===== config.mk =====
export PLATFORM = sky130hd
export DESIGN_NAME = game_ctrl
export DESIGN_NICKNAME = d
export VERILOG_FILES = /design/src/rtl/game_ctrl_pkg.sv /design/src/rtl/game_ctrl_peg_scorer.sv /design/src/rtl/game_ctrl.sv
export SDC_FILE = /design/constraint.sdc
export NUM_CORES = 1
export LEC_CHECK = 0
export CORE_MARGIN = 1.5
export CORE_UTILIZATION = 48
export DETAILED_ROUTE_END_ITERATION = 8
export PLACE_DENSITY = 0.73
export REMOVE_ABC_BUFFERS = 1
export SLEW_MARGIN = 20
export SYNTH_ARGS = -nofsm -noshare
export SYNTH_HDL_FRONTEND = slang
export SYNTH_HIERARCHICAL = 1
export SYNTH_SLANG_ARGS = --single-unit

===== constraint.sdc =====
create_clock -name clk -period 3.8 [get_ports clk]
set_clock_uncertainty 0.2 [all_clocks]
set_input_delay 1.14 -clock clk [delete_from_list [all_inputs] [get_ports clk]]
set_output_delay 1.14 -clock clk [all_outputs]
set_load 0.01 [all_outputs]

===== src/rtl/game_ctrl_pkg.sv =====
// Shared types and constants for the Mastermind turn sequencer.
// Feedback digit codes, FSM state encoding and the scoring schedule length.
package game_ctrl_pkg;

  localparam int NUM_PEGS    = 4;
  localparam int EXACT_STEPS = 4;
  localparam int PART_STEPS  = 16;
  localparam int SCORE_STEPS = EXACT_STEPS + PART_STEPS;

  localparam logic [1:0] FB_BLANK = 2'd0;
  localparam logic [1:0] FB_COLOR = 2'd1;
  localparam logic [1:0] FB_EXACT = 2'd2;

  typedef enum logic [2:0] {
    S_IDLE,
    S_LATCH,
    S_GUESS,
    S_SCORE_EXACT,
    S_SCORE_PART,
    S_PUBLISH,
    S_WON,
    S_LOST
  } state_t;

  // Exact pegs fill the leftmost digits, colour-only matches follow, rest blank.
  function automatic logic [2*NUM_PEGS-1:0] fb_pack(input logic [2:0] exact,
                                                    input logic [2:0] partial);
    logic [2*NUM_PEGS-1:0] res;
    logic [3:0]            sum;
    res = '0;
    sum = {1'b0, exact} + {1'b0, partial};
    for (int k = 0; k < NUM_PEGS; k++) begin
      if (4'(k) < {1'b0, exact})  res[2*k +: 2] = FB_EXACT;
      else if (4'(k) < sum)       res[2*k +: 2] = FB_COLOR;
      else                        res[2*k +: 2] = FB_BLANK;
    end
    return res;
  endfunction

endpackage


===== src/rtl/game_ctrl_peg_scorer.sv =====
// Iterative exact/partial scorer: 4 exact steps then 16 partial steps, fixed 20 cycles after go.
// done_o is combinational in the last step; exact_o/partial_o are final while done_o is high.
module peg_scorer
  import game_ctrl_pkg::*;
#(
  parameter int COLOR_W = 3
) (
  input  logic                          clk,
  input  logic                          reset,
  input  logic                          go_i,
  input  logic [NUM_PEGS*COLOR_W-1:0]   guess_i,
  input  logic [NUM_PEGS*COLOR_W-1:0]   secret_i,
  output logic                          exact_last_o,
  output logic                          done_o,
  output logic [2:0]                    exact_o,
  output logic [2:0]                    partial_o
);

  logic                active_q, active_d;
  logic [4:0]          step_q, step_d;
  logic [2:0]          exact_q, exact_d;
  logic [2:0]          partial_q, partial_d;
  logic [NUM_PEGS-1:0] used_g_q, used_g_d;
  logic [NUM_PEGS-1:0] used_c_q, used_c_d;
  logic                found_q, found_d;

  logic [1:0] idx, pi, pj;
  logic [3:0] part_s;
  logic       found_cur;

  assign idx    = step_q[1:0];
  assign part_s = step_q[3:0] - 4'd4;
  assign pi     = part_s[3:2];
  assign pj     = part_s[1:0];

  always_comb begin
    active_d  = active_q;
    step_d    = step_q;
    exact_d   = exact_q;
    partial_d = partial_q;
    used_g_d  = used_g_q;
    used_c_d  = used_c_q;
    found_d   = found_q;
    found_cur = found_q;
    if (go_i) begin
      active_d  = 1'b1;
      step_d    = '0;
      exact_d   = '0;
      partial_d = '0;
      used_g_d  = '0;
      used_c_d  = '0;
      found_d   = 1'b0;
    end else if (active_q) begin
      if (step_q < 5'(EXACT_STEPS)) begin
        if (guess_i[idx*COLOR_W +: COLOR_W] == secret_i[idx*COLOR_W +: COLOR_W]) begin
          exact_d       = exact_q + 3'd1;
          used_g_d[idx] = 1'b1;
          used_c_d[idx] = 1'b1;
        end
      end else begin
        // found only suppresses repeat matches for the same guess peg
        found_cur = (pj == 2'd0) ? 1'b0 : found_q;
        found_d   = found_cur;
        if (!used_g_q[pi] && !used_c_q[pj] && !found_cur &&
            guess_i[pi*COLOR_W +: COLOR_W] == secret_i[pj*COLOR_W +: COLOR_W]) begin
          partial_d    = partial_q + 3'd1;
          used_c_d[pj] = 1'b1;
          found_d      = 1'b1;
        end
      end
      if (step_q == 5'(SCORE_STEPS - 1)) active_d = 1'b0;
      else                               step_d   = step_q + 5'd1;
    end
  end

  always_ff @(posedge clk) begin
    if (reset) begin
      active_q  <= 1'b0;
      step_q    <= '0;
      exact_q   <= '0;
      partial_q <= '0;
      used_g_q  <= '0;
      used_c_q  <= '0;
      found_q   <= 1'b0;
    end else begin
      active_q  <= active_d;
      step_q    <= step_d;
      exact_q   <= exact_d;
      partial_q <= partial_d;
      used_g_q  <= used_g_d;
      used_c_q  <= used_c_d;
      found_q   <= found_d;
    end
  end

  assign exact_last_o = active_q && (step_q == 5'(EXACT_STEPS - 1));
  assign done_o       = active_q && (step_q == 5'(SCORE_STEPS - 1));
  assign exact_o      = exact_q;
  assign partial_o    = partial_d;

endmodule


===== src/rtl/game_ctrl.sv =====
// Mastermind turn sequencer: latches the secret, scores each guess, publishes feedback/history.
// Select to fb_valid/hist_wr is 21 cycles; selects and starts during scoring are dropped.
module game_ctrl
  import game_ctrl_pkg::*;
#(
  parameter int MAX_TURNS = 8,
  parameter int COLOR_W   = 3,
  parameter int TURN_W    = 3
) (
  input  logic               clk,
  input  logic               reset,
  input  logic               start,
  input  logic               select,
  input  logic [COLOR_W-1:0] guess0,
  input  logic [COLOR_W-1:0] guess1,
  input  logic [COLOR_W-1:0] guess2,
  input  logic [COLOR_W-1:0] guess3,
  input  logic [COLOR_W-1:0] code0,
  input  logic [COLOR_W-1:0] code1,
  input  logic [COLOR_W-1:0] code2,
  input  logic [COLOR_W-1:0] code3,
  output logic               busy,
  output logic [TURN_W-1:0]  turn,
  output logic               hist_wr,
  output logic [TURN_W-1:0]  hist_turn,
  output logic [COLOR_W-1:0] hist_peg0,
  output logic [COLOR_W-1:0] hist_peg1,
  output logic [COLOR_W-1:0] hist_peg2,
  output logic [COLOR_W-1:0] hist_peg3,
  output logic [1:0]         fb0,
  output logic [1:0]         fb1,
  output logic [1:0]         fb2,
  output logic [1:0]         fb3,
  output logic               fb_valid,
  output logic               game_won,
  output logic               game_lost
);

  localparam int PW = NUM_PEGS * COLOR_W;

  state_t                state_q;
  logic [PW-1:0]         secret_q;
  logic [PW-1:0]         guess_q;
  logic [PW-1:0]         hist_peg_q;
  logic [TURN_W-1:0]     turn_q;
  logic [TURN_W-1:0]     hist_turn_q;
  logic [2*NUM_PEGS-1:0] fb_q;
  logic                  fb_valid_q, hist_wr_q, busy_q, won_q, lost_q;

  logic       go, sc_exact_last, sc_done;
  logic [2:0] sc_exact, sc_partial;

  assign go = (state_q == S_GUESS) && select;

  peg_scorer #(.COLOR_W(COLOR_W)) u_scorer (
    .clk          (clk),
    .reset        (reset),
    .go_i         (go),
    .guess_i      (guess_q),
    .secret_i     (secret_q),
    .exact_last_o (sc_exact_last),
    .done_o       (sc_done),
    .exact_o      (sc_exact),
    .partial_o    (sc_partial)
  );

  always_ff @(posedge clk) begin
    if (reset) begin
      state_q     <= S_IDLE;
      secret_q    <= '0;
      guess_q     <= '0;
      hist_peg_q  <= '0;
      turn_q      <= '0;
      hist_turn_q <= '0;
      fb_q        <= '0;
      fb_valid_q  <= 1'b0;
      hist_wr_q   <= 1'b0;
      busy_q      <= 1'b0;
      won_q       <= 1'b0;
      lost_q      <= 1'b0;
    end else begin
      fb_valid_q <= 1'b0;
      hist_wr_q  <= 1'b0;
      case (state_q)
        S_IDLE, S_WON, S_LOST: begin
          if (start) state_q <= S_LATCH;
        end
        S_LATCH: begin
          secret_q <= {code3, code2, code1, code0};
          turn_q   <= '0;
          fb_q     <= '0;
          won_q    <= 1'b0;
          lost_q   <= 1'b0;
          state_q  <= S_GUESS;
        end
        S_GUESS: begin
          if (select) begin
            guess_q <= {guess3, guess2, guess1, guess0};
            busy_q  <= 1'b1;
            state_q <= S_SCORE_EXACT;
          end
        end
        S_SCORE_EXACT: begin
          if (sc_exact_last) state_q <= S_SCORE_PART;
        end
        S_SCORE_PART: begin
          if (sc_done) begin
            fb_q        <= fb_pack(sc_exact, sc_partial);
            fb_valid_q  <= 1'b1;
            hist_wr_q   <= 1'b1;
            hist_turn_q <= turn_q;
            hist_peg_q  <= guess_q;
            state_q     <= S_PUBLISH;
          end
        end
        S_PUBLISH: begin
          busy_q <= 1'b0;
          // rightmost digit is exact only when all four pegs matched
          if (fb_q[2*NUM_PEGS-1 -: 2] == FB_EXACT) begin
            won_q   <= 1'b1;
            state_q <= S_WON;
          end else if (turn_q == TURN_W'(MAX_TURNS - 1)) begin
            lost_q  <= 1'b1;
            state_q <= S_LOST;
          end else begin
            turn_q  <= turn_q + TURN_W'(1);
            state_q <= S_GUESS;
          end
        end
        default: state_q <= S_IDLE;
      endcase
    end
  end

  assign busy      = busy_q;
  assign turn      = turn_q;
  assign hist_wr   = hist_wr_q;
  assign hist_turn = hist_turn_q;
  assign hist_peg0 = hist_peg_q[0*COLOR_W +: COLOR_W];
  assign hist_peg1 = hist_peg_q[1*COLOR_W +: COLOR_W];
  assign hist_peg2 = hist_peg_q[2*COLOR_W +: COLOR_W];
  assign hist_peg3 = hist_peg_q[3*COLOR_W +: COLOR_W];
  assign fb0       = fb_q[1:0];
  assign fb1       = fb_q[3:2];
  assign fb2       = fb_q[5:4];
  assign fb3       = fb_q[7:6];
  assign fb_valid  = fb_valid_q;
  assign game_won  = won_q;
  assign game_lost = lost_q;

endmodule

[Word-level counts from Yosys, hierarchy flattened]
Cells that the tools add are included.
Widths: inputs -> output; s select.
Cells by class
  shift-type cells: 4
  mux-type cells: 48
  equal/unequal tests: 22
  multiply operators: 3
  bitwise operators: 6
  order comparisons: 14
  reductions and logical operators: 32
  add/sub/neg operators: 6
Operators with widths (count)
  $shiftx 12x5->3: 4
  $mux 3: 12
  $mux 1: 18
  $ne 2x2->1 const B: 9
  $pmux 3 s6: 1
  $pmux 8 s2: 1
  $eq 3x3->1 const B: 5
  $reduce_and 2->1: 7
  $mul 2x2->4 const B: 3
  $mux 4: 3
  $or 4x4->4: 3
  $reduce_and 3->1: 4
  $add 3x1->3 const B: 3
  $lt 2x3->1 const B: 3
  $logic_and 1x1->1: 8
  $lt 1x4->1 const A: 2
  $lt 2x4->1 const A: 2
  $mux 2: 4
  $mux 8: 1
  $reduce_bool 2->1: 4
  $eq 3x2->1 const B: 2
  $eq 3x3->1: 2
  $lt 1x3->1 const A: 2
  $lt 2x3->1 const A: 2
  other kinds (20): 30
Word-level totals
  word-level logic and storage cells: 153
  output and inout bits: 31
  register bits: 78

[Longest topological paths before layout]
Gate-level depths: netlist (run 1).
  depth after elaboration: 17
  mapped depth: 14
  mapped depth without buffers: 13

[Cells and area by module]
The synthesis (run 1) kept the hierarchy.
Modules (own cells, without submodules)
  game_ctrl: cells an instance 271, times used 1, sequential area each 1141.1 um^2, area each 2397.3 um^2
  peg_scorer: cells an instance 131, times used 1, sequential area each 420.4 um^2, area each 1338.8 um^2

[Least setup slack after synthesis (run 1)]
No wires, ideal clock.
  path kind: register to register
  from: reg u_scorer.step_q[2]
  to: reg fb_q[6]
  required time: 3.504 ns
  arrival time: 3.407 ns
  path buffers: 1
  stages on the path, launching flop included: 15
  setup time: 0.096 ns
  setup slack: 0.097 ns
  path through: dfxtp_1 buf_2 inv_1 ha_1 mux4_2 a2111oi_4 nand4_2 xor2_1 nor2_1 ha_1 fa_1 and2_1 a21oi_1 nor2_1 o41ai_2
On the way
  cells in the longest elaborated chain, start to end: 17
RTL lines
  start: declaration: RTL line game_ctrl_peg_scorer.sv:20  | logic [4:0] step_q, step_d;
  start signal: assignment: RTL line game_ctrl_peg_scorer.sv:87  | step_q <= step_d;
  parallel branches: the longest is 8 deep, another holds $sub 4x3->4
  $mux 3 (*): RTL line game_ctrl_peg_scorer.sv:54  | if (step_q < 5'(EXACT_STEPS)) begin
  $mux 3 (*): RTL line game_ctrl_peg_scorer.sv:53  | end else if (active_q) begin
  $mux 3 (*): RTL line game_ctrl_peg_scorer.sv:45  | if (go_i) begin
  named net sc_partial[0]: RTL line game_ctrl.sv:51  | logic [2:0] sc_exact, sc_partial;
  $add 3x3->4 (*): RTL line game_ctrl_pkg.sv:31  | sum = {1'b0, exact} + {1'b0, partial};
  $lt 2x4->1 (*): RTL line game_ctrl_pkg.sv:34  | else if (4'(k) < sum) res[2*k +: 2] = FB_COLOR;
  $mux 1 (*): RTL line game_ctrl_pkg.sv:34
  $mux 2 (*): RTL line game_ctrl_pkg.sv:33  | if (4'(k) < {1'b0, exact}) res[2*k +: 2] = FB_EXACT;
  $mux 8 (*): RTL line game_ctrl.sv:107  | if (sc_done) begin
  $pmux 8 s2 (*): RTL line game_ctrl.sv:84  | case (state_q)
  end signal: assignment: RTL line game_ctrl.sv:108  | fb_q <= fb_pack(sc_exact, sc_partial);
  end: declaration: RTL line game_ctrl.sv:47  | logic [2*NUM_PEGS-1:0] fb_q;
Mark *: on every way through the listed nets, which the timed path passes. The select of a mux whose other input is x is not followed.
A chain may end at the register's enable or synchronous reset.

[Worst setup path after layout (run 1)]
  from: reg u_scorer.step_q[3]
  to: reg fb_q[6]
Same word-level chain as after synthesis.

==> results of run 1 <==
cell type report:
class | instances | area (µm²) | area share (%)
clock buffer | 9 | 124 | 2.72
clock inverter | 7 | 81.3 | 1.79
inverter | 10 | 38.8 | 0.851
multi-input combinational | 291 | 1990 | 43.7
sequential | 78 | 1560 | 34.3
tap | 99 | 124 | 2.72
timing repair buffer | 66 | 636 | 14.0
registers in the layout, indices dropped and copies added (netlist names):
name	cells
secret_q	12
u_scorer/used_c_q	4
hist_wr	1
u_scorer/partial_q	3
u_scorer/step_q	5
fb_q	8
u_scorer/found_q	1
busy	1
game_lost	1
turn	3
hist_turn	3
hist_peg_q	12
game_won	1
u_scorer/exact_o	3
state_q	3
u_scorer/used_g_q	4
u_scorer/active_q	1
guess_q	12
worst register-to-register path: stages, from the launching register on:
cell and delay [ns]:
dfxtp_1 0.38, inv_1 0.09, ha_1 0.34, mux4_2 0.55
a2111oi_4 0.26, nand4_4 0.18, xor2_2 0.18, nor2_1 0.06
ha_1 0.20, fa_1 0.39, and2_1 0.19, a21oi_2 0.22
nor2_1 0.07, o41ai_2 0.21
synth_stat cells (all sizes together), types with 2 or more instances:
cell,count,area (µm²)
nand2,89,362
dfxtp,78,1560
a21oi,55,309
nor2,25,96.4
xnor2,16,140
buf,15,135
ha,14,175
a22o,11,96.3
mux4,11,248
o21ai,10,50.1
inv,9,33.8
clkbuf,8,30.0
nor3,6,35.0
and2,5,31.3
nand3,5,25.0
a31oi,4,25.0
nand2b,3,18.8
nand4,3,25.0
nor2b,3,18.8
nor4,3,18.8
a2111oi,2,42.5
a211o,2,17.5
a211oi,2,15.0
and3,2,12.5
mux2i,2,20.0
o31ai,2,15.0
or3,2,12.5
through the flow:
stage | setup slack (ns) | hold slack, ns | utilization [%] | power [µW] | cell area (µm²)
2_1_floorplan | 0.0456 | 0.227 | - | 968 | 3570
3_3_place_gp | 0.192 | 0.228 | 58.4 | 1040 | 4320
3_5_place_dp | 0.0233 | 0.231 | 58.4 | 1040 | 4320
4_1_cts | 0.000302 | 0.242 | 61.1 | 1680 | 4530
5_1_grt | -0.0357 | 0.280 | 61.5 | 1730 | 4560
6_report | 0.178 | 0.238 | 61.5 | 1660 | 4560
metal layers:
metal | vias to the layer above | share of wire [%] | routed length [µm] | global-route usage (%)
met5 | - | 0 | 0 | 0
met4 | 0 | 1.4 | 112 | 6.77
met3 | 11 | 4.0 | 327 | 5.19
met2 | 61 | 49 | 3970 | 35.7
met1 | 1387 | 46 | 3710 | 25.4
li1 | 1499 | - | - | -
cells by family after synthesis:
| logic type | count (synthesis) |
|---|---|
| AND/OR/NAND/NOR | 152 |
| AO/OA/AOI/OAI | 93 |
| flip-flops | 78 |
| buffers and inverters | 33 |
| XOR/XNOR | 17 |
| adder cells (fa/ha/maj) | 15 |
| multiplexers | 14 |
power groups by stage:
stage               Combinational, µW  Clock (µW)  Sequential, µW
floorplan                        92.9           0             875
global placement                  159           0             881
detailed placement                162           0             881
CTS                               162         657             862
global route                      180         685             866
finish                            163         637             862
how the worst max path moves through the flow:
stage                                         start              endpoint  cells after the start
CTS                 u_scorer/step_q[3]$_SDFFE_PP0P_  fb_q[6]$_SDFFE_PP0P_                     13
floorplan           u_scorer/step_q[2]$_SDFFE_PP0P_  fb_q[6]$_SDFFE_PP0P_                     13
global route        u_scorer/step_q[3]$_SDFFE_PP0P_  fb_q[6]$_SDFFE_PP0P_                     13
detailed placement  u_scorer/step_q[3]$_SDFFE_PP0P_  fb_q[6]$_SDFFE_PP0P_                     13
finish              u_scorer/step_q[3]$_SDFFE_PP0P_  fb_q[6]$_SDFFE_PP0P_                     13
global placement    u_scorer/step_q[3]$_SDFFE_PP0P_  fb_q[6]$_SDFFE_PP0P_                     13
timing repair:
item / in CTS / in global routing
setup endpoints to repair: 0 / 4
setup buffers: 0 / 1
resized for setup: 0 / 3
endpoints found under the hold margin: 0 / 0
==> results by group, run 1 <==
CTS
  • Worst-path clk slew: 0.08 ns
  • TritonCTS clock tree: yes
  • CTS Hold Bufs: 0
  • Clock buffer count from CTS: 9
  • CTS Root Buffer Type: clkbuf_8
  • Maximum clock insertion buffer count: 2
  • Clock Latency Late Sink: 0.35 ns
  • Clock H-tree levels: 3
  • Clock Sinks: 78

Critical path
  • Critical-path maximum fanout: 5
  • Total buffers and inverters traversed by the critical path: 1
  • Critical path launch point type: flop
  • Critical-path cell list: inv_1, ha_1, mux4_2, a2111oi_4, nand4_4, xor2_2, nor2_1, ha_1, fa_1, and2_1, a21oi_2, nor2_1, o41ai_2
  • R2r startpoint: u_scorer/step_q[3]$_SDFFE_PP0P_
  • Required time worst endpoint: 3.85 ns
  • Slowest stage cell on the critical path: mux4_2
  • Longest individual stage delay on the worst path: 0.55 ns
  • Kind of cell with the highest combined delay on the critical path: adder cells
  • Crit. End Element: flop
  • Critical path arrival: 3.67 ns
  • Register-to-register setup slack: 0.18 ns
  • Critical R2R Capture: fb_q[6]$_SDFFE_PP0P_
  • Path depth of the worst reg2reg path: 13
  • Worst Setup Path Type: flop to flop

Synthesis
  • Count of distinct cell types in the synthesized netlist: 53
  • FFs w/ async S/R, synth: 0%
  • Post-synthesis cell count: 402
  • Mean instance size in the synthesized netlist: 9.29 µm²
  • Adder and majority cell fraction of the synthesized area: 5.22%
  • Share of the yosys chip area belonging to registers: 41.8%
  • Simple-gate share of the synthesized area: 19.5%
  • Main combinational cell family by area after synthesis: simple AND/OR/NAND/NOR gates
  • Xor and xnor area share after synthesis: 3.99%
  • Yosys synthesis warning count: 6
  • Prevailing post-synth register cell: dfxtp_1
  • Post-synthesis sequential element count: 78
  • Portion of netlist area occupied by mux cells: 7.47%
  • Count of flip-flops with a built-in enable after synthesis: 0
  • Compound-cell area share of the yosys netlist: 16.6%
  • Netlist Area Pre-Place: 0.00374 mm²

Drt
  • Initial detailed-routing violation count: 103
  • Average routed wire per standard cell: 14.5 µm
  • DRC: 0
  • Remaining number of nets flagged by the antenna check after routing: 0
  • Final Routed Wirelength: 8.12 mm
  • First-pass iteration count of the detailed router: 4
  • Routed via count divided by cell count: 5.28
  • Vias: 2958

STA
  • RSZ-0062 raised after global routing: yes
  • Final setup fails: 0
  • Slew at the pin with the worst max-slew slack: 0.784 ns
  • Final number of max-transition violations: 0
  • Highest clock rate: 0.276 GHz
  • Final critical delay including setup and external delays: 3.62 ns
  • Setup TNS: 0 ns
  • Final hold violation count: 0
  • Crit share post-route: 95.3%
  • Max-slew headroom: 47.7%

Layout
  • Area Overhead vs Synth: 21.9%
  • Finished Layout Cells: 560
  • Top library cells by usage in the layout, fill and taps aside: 78 x nand2_1, 78 x dfxtp_1, 57 x clkdlybuf4s50_1
  • Antenna diodes: 0
  • Layout net count: 499
  • Share of post-route cells with drive strength above 1: 15.4%
  • Total of fill cells in the finished design: 678

Worst hold path
  • Worst Hold End: fb_q[2]$_SDFFE_PP0P_
  • Class of the most critical hold timing path: flop to flop
  • Min-Delay Path Depth: 2
  • Hold path startpoint: fb_q[2]$_SDFFE_PP0P_

Pwr
  • Share of total power in sequential cells: 51.9%
  • LEAKAGE: 0.00163 µW
  • Power density of the placed cells: 365 mW/mm²
  • Clock share of power: 38.3%
  • Worst VDD drop: 240 µV
  • Switch share: 26.0%
  • Comb pwr share: 9.8%
  • Total internal power: 1230 µW
  • Net switching power: 432 µW

Floorplanning
  • IO Count: 59
  • Die width: 91.2 µm
  • Initial Utilization: 50.4%
  • Row Count: 31
  • Area inside the core boundary: 0.00741 mm²
  • Floorplan die area: 0.00832 mm²
  • Die extent in y: 91.2 µm

Run
  • Number of max-capacitance violations reported: 0

GRT
  • Aggregate global-route resource usage: 20.8%
  • Global-route wire length before repair: 13.8 mm
  • Vias in the first global route: 2952
  • Total overflow reported by the global router: 0
  • Pin count of the biggest net entering global routing: 36
  • Number of antenna violations at the first check in global routing: 0

Run status
  • Run status: finished, final reports clean

Placement
  • Number of buffer cells added on primary ports: 58
  • Detailed placement HPWL: 5.82 mm
  • Routability-driven placement congestion ratio: 0.860
  • Total instance count after detailed placement: 543
(Power assumes the default switching activity.)
==> inputs of run 2 (changes only) <==
Settings changed: CORE_UTILIZATION 48 to 54, PLACE_DENSITY 0.73 to 0.78.
Clock period 3.8 ns to 3.7 ns, I/O delays scaled along.
==> results by group, run 2 (synthesis gave the netlist of run 1 again) <==
Run status
  • Run status: finished, final reports clean

Critical path
  • Path depth of the worst reg2reg path: 13
  • Critical path arrival: 3.58 ns
  • Kind of cell with the highest combined delay on the critical path: adder cells
  • Required time worst endpoint: 3.77 ns
  • Total buffers and inverters traversed by the critical path: 1
  • Slowest stage cell on the critical path: mux4_2
  • Critical path launch point type: flop
  • Number of stages on the worst setup path: 13
  • Critical-path cell list: inv_1, ha_4, mux4_2, a2111oi_4, nand4_4, xor2_2, nor2_1, ha_1, fa_1, nor2_2, a21oi_4, a211o_1, a22o_1
  • Worst Setup Path Type: flop to flop
  • Critical-path maximum fanout: 6
  • Crit. End Element: flop
  • Longest individual stage delay on the worst path: 0.52 ns

Layout
  • Layout net count: 501
  • Area Overhead vs Synth: 22.3%
  • Share of post-route cells with drive strength above 1: 16.6%
  • Finished Layout Cells: 543
  • Leading cell type in the layout, fill and taps excluded: nand2_1
  • Top library cells by usage in the layout, fill and taps aside: 78 x nand2_1, 77 x dfxtp_1, 57 x clkdlybuf4s50_1
  • Largest registers: guess_q x12, hist_peg_q x12, secret_q x12
  • Total of fill cells in the finished design: 537
  • Antenna diodes: 0

STA
  • Final critical delay including setup and external delays: 3.51 ns
  • RSZ-0062 raised after global routing: no
  • Final hold violation count: 0
  • Slew at the pin with the worst max-slew slack: 0.786 ns
  • Crit share post-route: 95.0%
  • Final setup fails: 0
  • Setup TNS: 0 ns
  • Highest clock rate: 0.285 GHz
  • Final worst hold slack: 0.248 ns
  • Slack of the critical path: 0.186 ns
  • Final number of max-transition violations: 0
  • Max-slew headroom: 47.5%

Drt
  • Total length of routed met3 wires: 271 µm
  • Vias: 3070
  • Initial detailed-routing violation count: 94
  • Remaining number of nets flagged by the antenna check after routing: 0
  • Routed via count divided by cell count: 5.65
  • DRC: 0
  • First-pass iteration count of the detailed router: 4
  • Average routed wire per standard cell: 15.1 µm
  • Final Routed Wirelength: 8.22 mm
  • Highest metal used: met4
  • Met2 wire len: 3.95 mm
  • Detailed-routing wirelength on met1: 3.81 mm

Run
  • Number of max-capacitance violations reported: 0

CTS
  • Clock Latency Late Sink: 0.36 ns
  • Clock H-tree levels: 3
  • Clock Sinks: 78
  • CTS Hold Bufs: 0
  • Clock buffer count from CTS: 9
  • Worst-path clk slew: 0.09 ns
  • TritonCTS clock tree: yes
  • CTS Root Buffer Type: clkbuf_8
  • Post-CTS Setup Inserts: 0
  • Maximum clock insertion buffer count: 2

Worst hold path
  • Min-Delay Path Depth: 2
  • Class of the most critical hold timing path: flop to flop

Floorplanning
  • Floorplan die area: 0.00743 mm²
  • Die extent in y: 86.2 µm
  • Row Count: 30
  • IO Count: 59
  • Die width: 86.2 µm
  • Initial Utilization: 55.3%
  • Area inside the core boundary: 0.00676 mm²

Pwr
  • Power density of the placed cells: 376 mW/mm²
  • Worst VDD drop: 211 µV
  • LEAKAGE: 0.00164 µW

GRT
  • Pin count of the biggest net entering global routing: 31
  • Aggregate global-route resource usage: 23.4%
  • Vias in the first global route: 2938
  • Total overflow reported by the global router: 0
  • Number of antenna violations at the first check in global routing: 0
  • Global-route wire length before repair: 13.7 mm

Placement
  • Routability-driven placement congestion ratio: 0.900
  • Detailed placement HPWL: 5.91 mm
  • Worst slack at placement: 0.0173 ns
  • Number of buffer cells added on primary ports: 58
  • Total instance count after detailed placement: 527
## run 2: changes by cell type in the layout (fill, tap and decap cells not counted), sizes merged
cell and delta:
buf +2, clkinv -1, clkinvlp +1
## run 2: cell type report
class / count / area (µm²) / share of cell area (%)
clock buffer: 9 / 124 / 2.71
timing repair buffer: 68 / 651 / 14.2
inverter: 10 / 38.8 / 0.849
tap: 80 / 100 / 2.19
multi-input combinational: 291 / 2020 / 44.1
sequential: 78 / 1560 / 34.2
clock inverter: 7 / 77.6 / 1.70
## run 2: path summary, 6_finish.rpt
path,slack [ns],to,startpoint
max,0.19,fb_q[4]$_SDFFE_PP0P_,u_scorer/step_q[3]$_SDFFE_PP0P_
min,0.25,fb_q[0]$_SDFFE_PP0P_,fb_q[0]$_SDFFE_PP0P_
max reg2reg,0.19,fb_q[4]$_SDFFE_PP0P_,u_scorer/step_q[3]$_SDFFE_PP0P_
min reg2reg,0.25,fb_q[0]$_SDFFE_PP0P_,fb_q[0]$_SDFFE_PP0P_
## run 2: power by group
group | internal, µW | switching (µW)
Clock | 319 | 346
Combinational | 82.1 | 88.1
Sequential | 860 | 25.9
## run 2: tightest hold or removal path: stages (launching register included)
cell	delay, ns
dfxtp_1	0.31
nand2_1	0.05
o21ai_1	0.05
## run 2: per-stage QoR
stage               area, µm²  utilization (%)  total power [µW]
floorplan                3570                -               994
global placement         4320             64.0              1070
detailed placement       4320             64.0              1070
CTS                      4530             67.0              1720
global route             4570             67.6              1780
finish                   4570             67.6              1720
## run 2: repair_timing
item / 4_1_cts / 5_1_grt
pin swaps: 0 / 4
setup endpoints to repair: 1 / 4
gates resized for setup: 1 / 7
## run 2: per-layer routing
layer,GRT usage [%],vias up
met5,0,-
met4,9.24,0
met3,3.62,17
met2,39.6,74
met1,30.1,1469
li1,-,1510
==> inputs of run 3 (changes only) <==
Settings changed: CTS_CLUSTER_DIAMETER from default to 100.
==> results of run 3 <==
Same layout as run 2: the final DEF is identical, and so are final timing and power.
==> variant 1 (flow settings as in run 3) <==
Change the parameter `TURN_W` from 3 to 4.
--- a/src/rtl/game_ctrl.sv
+++ b/src/rtl/game_ctrl.sv
@@ -5,7 +5,7 @@
 #(
   parameter int MAX_TURNS = 8,
   parameter int COLOR_W   = 3,
-  parameter int TURN_W    = 3
+  parameter int TURN_W    = 4
 ) (
   input  logic               clk,
   input  logic               reset,
Ports: changed (resized hist_turn and turn); port bits go from 59 to 61. The function was not compared with the original's and may differ.
==> variant 1 against run 3 <==
- the run now ends with design-rule violations left
- via count grew 3.5%
- sequential cell count grew 2
- setup slack gained 0.044 ns
- routed wire length grew 6.5%
- synthesized area shrank 1.4%
- sequential share of layout area grew 0.67 points
- clock power grew 4.8%
- design area grew 0.60%
- power grew 11%
==> variant 1: results (changes against run 3) <==
GRT
  – Met1 Track Usage GR: 0.332 (was 0.301)
  – Met3 GRT Util: 0.0404 (was 0.0362)
  – Met2 Usage GRT: 0.401 (was 0.396)
  – Largest net degree at the start of global routing: 38 (was 31)
  – Vias in the first global route: 3089 (was 2938)
  – First-pass GRT wire length: 14.5 mm (was 13.7 mm)

Final layout
  – Sequential Area: 1600 um2 (was 1560 um2)
  – Fin nets: 521 (was 501)
  – Filler cells: 527 (was 537)
  – NonClk Buf Share: 0.147 (was 0.142)
  – Area of the multi-input gates: 1970 um2 (was 2020 um2)
  – Non-clk bufs: 71 (was 68)
  – Non-clk invs: 11 (was 10)

Power and ir drop
  – Int Pwr: 0.00141 W (was 0.00126 W)
  – Comb. pwr: 0.000276 W (was 0.000170 W)
  – Max IR drop VDD: 0.247 mV (was 0.211 mV)

Critical path
  – FF-to-FF End: fb_q[0] (was fb_q[4])
  – Crit path DAT: 3.51 ns (was 3.58 ns)
  – Crit-path max FO: 5 (was 6)

Place
  – Cell area after placement: 4330 um2 (was 4320 um2)
  – DP HPWL: 6.19 mm (was 5.91 mm)
  – DP Cell Count: 544 (was 527)
  – Pre-CTS WS: -0.0428 ns (was 0.0173 ns)

Status
  – Failing checks: design-rule violations
  – Status: complete, but fails checks (was finished clean)

Logic synthesis
  – Synth Instances: 420 (was 402)
  – Synth area leaders: dfxtp_1 (43%), nand2_1 (9.5%), a21oi_1 (7.9%) (was dfxtp_1 (42%), nand2_1 (7.8%), mux4_2 (6.6%))
  – Unique masters post-synth: 51 (was 53)
  – Seq/Total Area, Yosys: 0.435 (was 0.418)

Route
  – Vias per Instance: 5.65 (about the same)
  – Met2 routed WL: 4.10 mm (was 3.95 mm)
  – Drt wl/cell: 15.6 um (was 15.1 um)
  – WL final: 8.76 mm (was 8.22 mm)
  – Initial DRC Count: 157 (was 94)
  – Drc violations: 2 (was 0)

Timing
  – Final Worst Setup Slack: 0.230 ns (was 0.186 ns)
  – Hold_ws: 0.257 ns (was 0.248 ns)
  – Slew margin rel.: 0.564 (was 0.475)

Clock tree
  – Num Clock Sinks: 80 (was 78)

Die
  – Core box area: 6460 um2 (was 6760 um2)
==> variant 1: changes by cell type after synthesis, moves of 6 or more <==
cell     change
a21oi_2      -9
a21oi_1     +12
nand3_1      +6
nand2_1     +15
nand2_2     -11
nor2_1      +10
==> variant 1: what timing repair did <==
item                                    CTS  global route
setup buffers                             0             2
endpoints found under the setup margin    1             4
pin swaps                                 0             4
resized for setup                         2             5
==> variant 1: logic make-up (layout without fill, tap and decap cells) <==
kind of cell | after synthesis | after routing | synth area share
multiplexers | 12 | 12 | 0.0700
AO/OA/AOI/OAI | 95 | 95 | 0.156
AND/OR/NAND/NOR | 169 | 169 | 0.209
flip-flops | 80 | 80 | 0.435
adder cells (fa/ha/maj) | 13 | 13 | 0.0462
XOR/XNOR | 18 | 18 | 0.0428
buffers and inverters | 33 | 98 | 0.0411
==> variant 2 (flow settings as in run 3) <==
Without the edit above. Encoding of `state_t`: now Gray code (3 bits for 8 states).
--- a/src/rtl/game_ctrl_pkg.sv
+++ b/src/rtl/game_ctrl_pkg.sv
@@ -12,14 +12,14 @@
   localparam logic [1:0] FB_EXACT = 2'd2;
 
   typedef enum logic [2:0] {
-    S_IDLE,
-    S_LATCH,
-    S_GUESS,
-    S_SCORE_EXACT,
-    S_SCORE_PART,
-    S_PUBLISH,
-    S_WON,
-    S_LOST
+    S_IDLE        = 3'b000,
+    S_LATCH       = 3'b001,
+    S_GUESS       = 3'b011,
+    S_SCORE_EXACT = 3'b010,
+    S_SCORE_PART  = 3'b110,
+    S_PUBLISH     = 3'b111,
+    S_WON         = 3'b101,
+    S_LOST        = 3'b100
   } state_t;
 
   // Exact pegs fill the leftmost digits, colour-only matches follow, rest blank.
Function: same outputs for any inputs over 10 cycles, from zero or initial values and one cycle with reset high; not proved beyond that.
==> variant 2 against run 3 <==
- synthesized area fell by 3.3%
- combinational power fell by 21%
- count of clock-buffer cells in the layout rose by 2
- synthesized cell count rose by 0.50%
- design area fell by 1.4%
- setup slack got worse by 0.0066 ns
- power fell by 2.8%
- sequential cell count did not move
- largest power group unchanged
- via count rose by 0.36%
- first-iteration DRC count rose by 89%
- routed wire length rose by 3.2%
- utilization rose by 2.5 points
- critical endpoint is now fb_q[0]
==> variant 2: results (changes against run 3) <==
Logic synthesis
  – Synth area leaders: dfxtp_1 (43%), nand2_1 (9.7%), a21oi_1 (8.2%) (was dfxtp_1 (42%), nand2_1 (7.8%), mux4_2 (6.6%))
  – Seq/Total Area, Yosys: 0.432 (was 0.418)
  – Synth Area in Adders: 0.0540 (was 0.0522)
  – Commonest cells post-synth: nand2_1 (93), dfxtp_1 (78), a21oi_1 (59) (was dfxtp_1 (78), nand2_1 (78), a21oi_1 (46))
  – Ys async rst share: 0 (unchanged)
  – Unique masters post-synth: 52 (was 53)
  – Warnings, synthesis: 6 (unchanged)
  – Synth Area in XOR/XNOR: 0.0412 (was 0.0399)
  – Compound-Gate Fraction of Synth Area: 0.151 (was 0.166)
  – Mux cell area share after synthesis: 0.0755 (was 0.0747)

Clock tree
  – Cts bufs inserted: 9 (unchanged)
  – Clock root cell: clkbuf_8 (unchanged)

Status
  – Status: finished clean (unchanged)

GRT
  – Initial antenna violation count: 0 (unchanged)
  – Largest net degree at the start of global routing: 27 (was 31)
  – Gr usage total: 0.244 (was 0.234)
  – First-pass GRT wire length: 13.8 mm (was 13.7 mm)
  – Vias in the first global route: 2912 (was 2938)

Power and ir drop
  – Static Leak: 1.63 nW (was 1.64 nW)
  – Max IR drop VDD: 0.232 mV (was 0.211 mV)

Critical path
  – CP Capture Point: fb_q[0] (was fb_q[4])
  – Crit path DAT: 3.56 ns (was 3.58 ns)
  – FF-to-FF End: fb_q[0] (was fb_q[4])

Final layout
  – Biggest regs: guess_q (12), hist_peg_q (12), secret_q (12) (unchanged)
  – Fin nets: 505 (was 501)
  – Filler cells: 491 (was 537)
  – Fraction of layout cells with a size suffix above 1: 0.131 (was 0.166)

Route
  – Via count: 3081 (was 3070)
  – Initial DRC Count: 178 (was 94)
  – WL final: 8.48 mm (was 8.22 mm)

Timing
  – Slew @ Worst Pin: 0.933 ns (was 0.786 ns)

Place
  – Routability cong.: 0.868 (was 0.900)
  – DP HPWL: 5.95 mm (was 5.91 mm)
variant 2: worst min path at each step:
stage               slack, ns        start          end  cells past startpoint
floorplan                0.23  secret_q[7]  secret_q[7]                      2
global placement         0.23      fb_q[0]      fb_q[0]                      2
detailed placement       0.23      fb_q[0]      fb_q[0]                      2
CTS                      0.24      fb_q[0]      fb_q[0]                      2
global route             0.26      fb_q[2]      fb_q[2]                      2
finish                   0.24      fb_q[0]      fb_q[0]                      2
variant 2: cells by family (layout without fill, tap and decap cells):
| family | after synthesis | after routing |
|---|---|---|
| adders and majority gates | 15 | 15 |
| xor gates and xnor gates | 17 | 17 |
| muxes | 13 | 13 |
| DFF | 78 | 78 |
| and+or+nand+nor | 156 | 156 |
| AOI/OAI and AO/OA | 90 | 90 |
| buffers and inverters | 35 | 98 |
variant 2: final cells by class:
type                    count  share of cell area
inverters                  11             0.00916
clock buffers              11              0.0336
flip-flops and latches     78               0.347
well taps                  77              0.0214
repair buffers             71               0.149
multi-input cells         291               0.427
clock inverters             5              0.0128
variant 2: routing by layer:
layer / vias up / wire length [um] / GRT usage
met4: 0 / 195 / 0.110
met5: - / 0 / 0
met2: 106 / 4030 / 0.395
met1: 1451 / 3730 / 0.311
li1: 1509 / - / -
met3: 15 / 528 / 0.0560
variant 2: through the flow:
| stage | setup slack (ns) | instance area (um2) | instances | hold slack [ns] |
|---|---|---|---|---|
| floorplan | -0.0276 | 3480 | 380 | 0.227 |
| detailed placement | -0.104 | 4240 | 526 | 0.231 |
| CTS | 0.0125 | 4460 | 542 | 0.242 |
| global route | -0.00614 | 4510 | 544 | 0.259 |
| global placement | 0.0999 | 4240 | 526 | 0.229 |
| finish | 0.179 | 4510 | 544 | 0.236 |
variant 2: critical path, cell delays in order (launching register included):
cell and delay [ns]:
dfxtp_2 0.37, inv_1 0.09, ha_4 0.29, mux4_2 0.51, a2111oi_4 0.24, nand4_4 0.21, xor2_2 0.25, nor2_1 0.07
ha_1 0.21, fa_2 0.37, nor3_2 0.14, a41oi_2 0.07, o311ai_1 0.32, nand2_1 0.08
variant 2: timing repair:
| item | in CTS | in global routing |
|---|---|---|
| endpoints found under the hold margin | 0 | 0 |
| resized for setup | 3 | 6 |
| buffers inserted | 0 | 2 |
| endpoints found under the setup margin | 1 | 4 |
| pin swaps | 0 | 4 |
| hold buffers | 0 | 0 |
variant 2: power breakdown:
group          internal, W  leakage, nW  total [W]  switching (W)
Clock             0.000349        0.109   0.000660       0.000312
Sequential        0.000855        0.631   0.000878      0.0000227
Combinational    0.0000650        0.891   0.000135      0.0000695
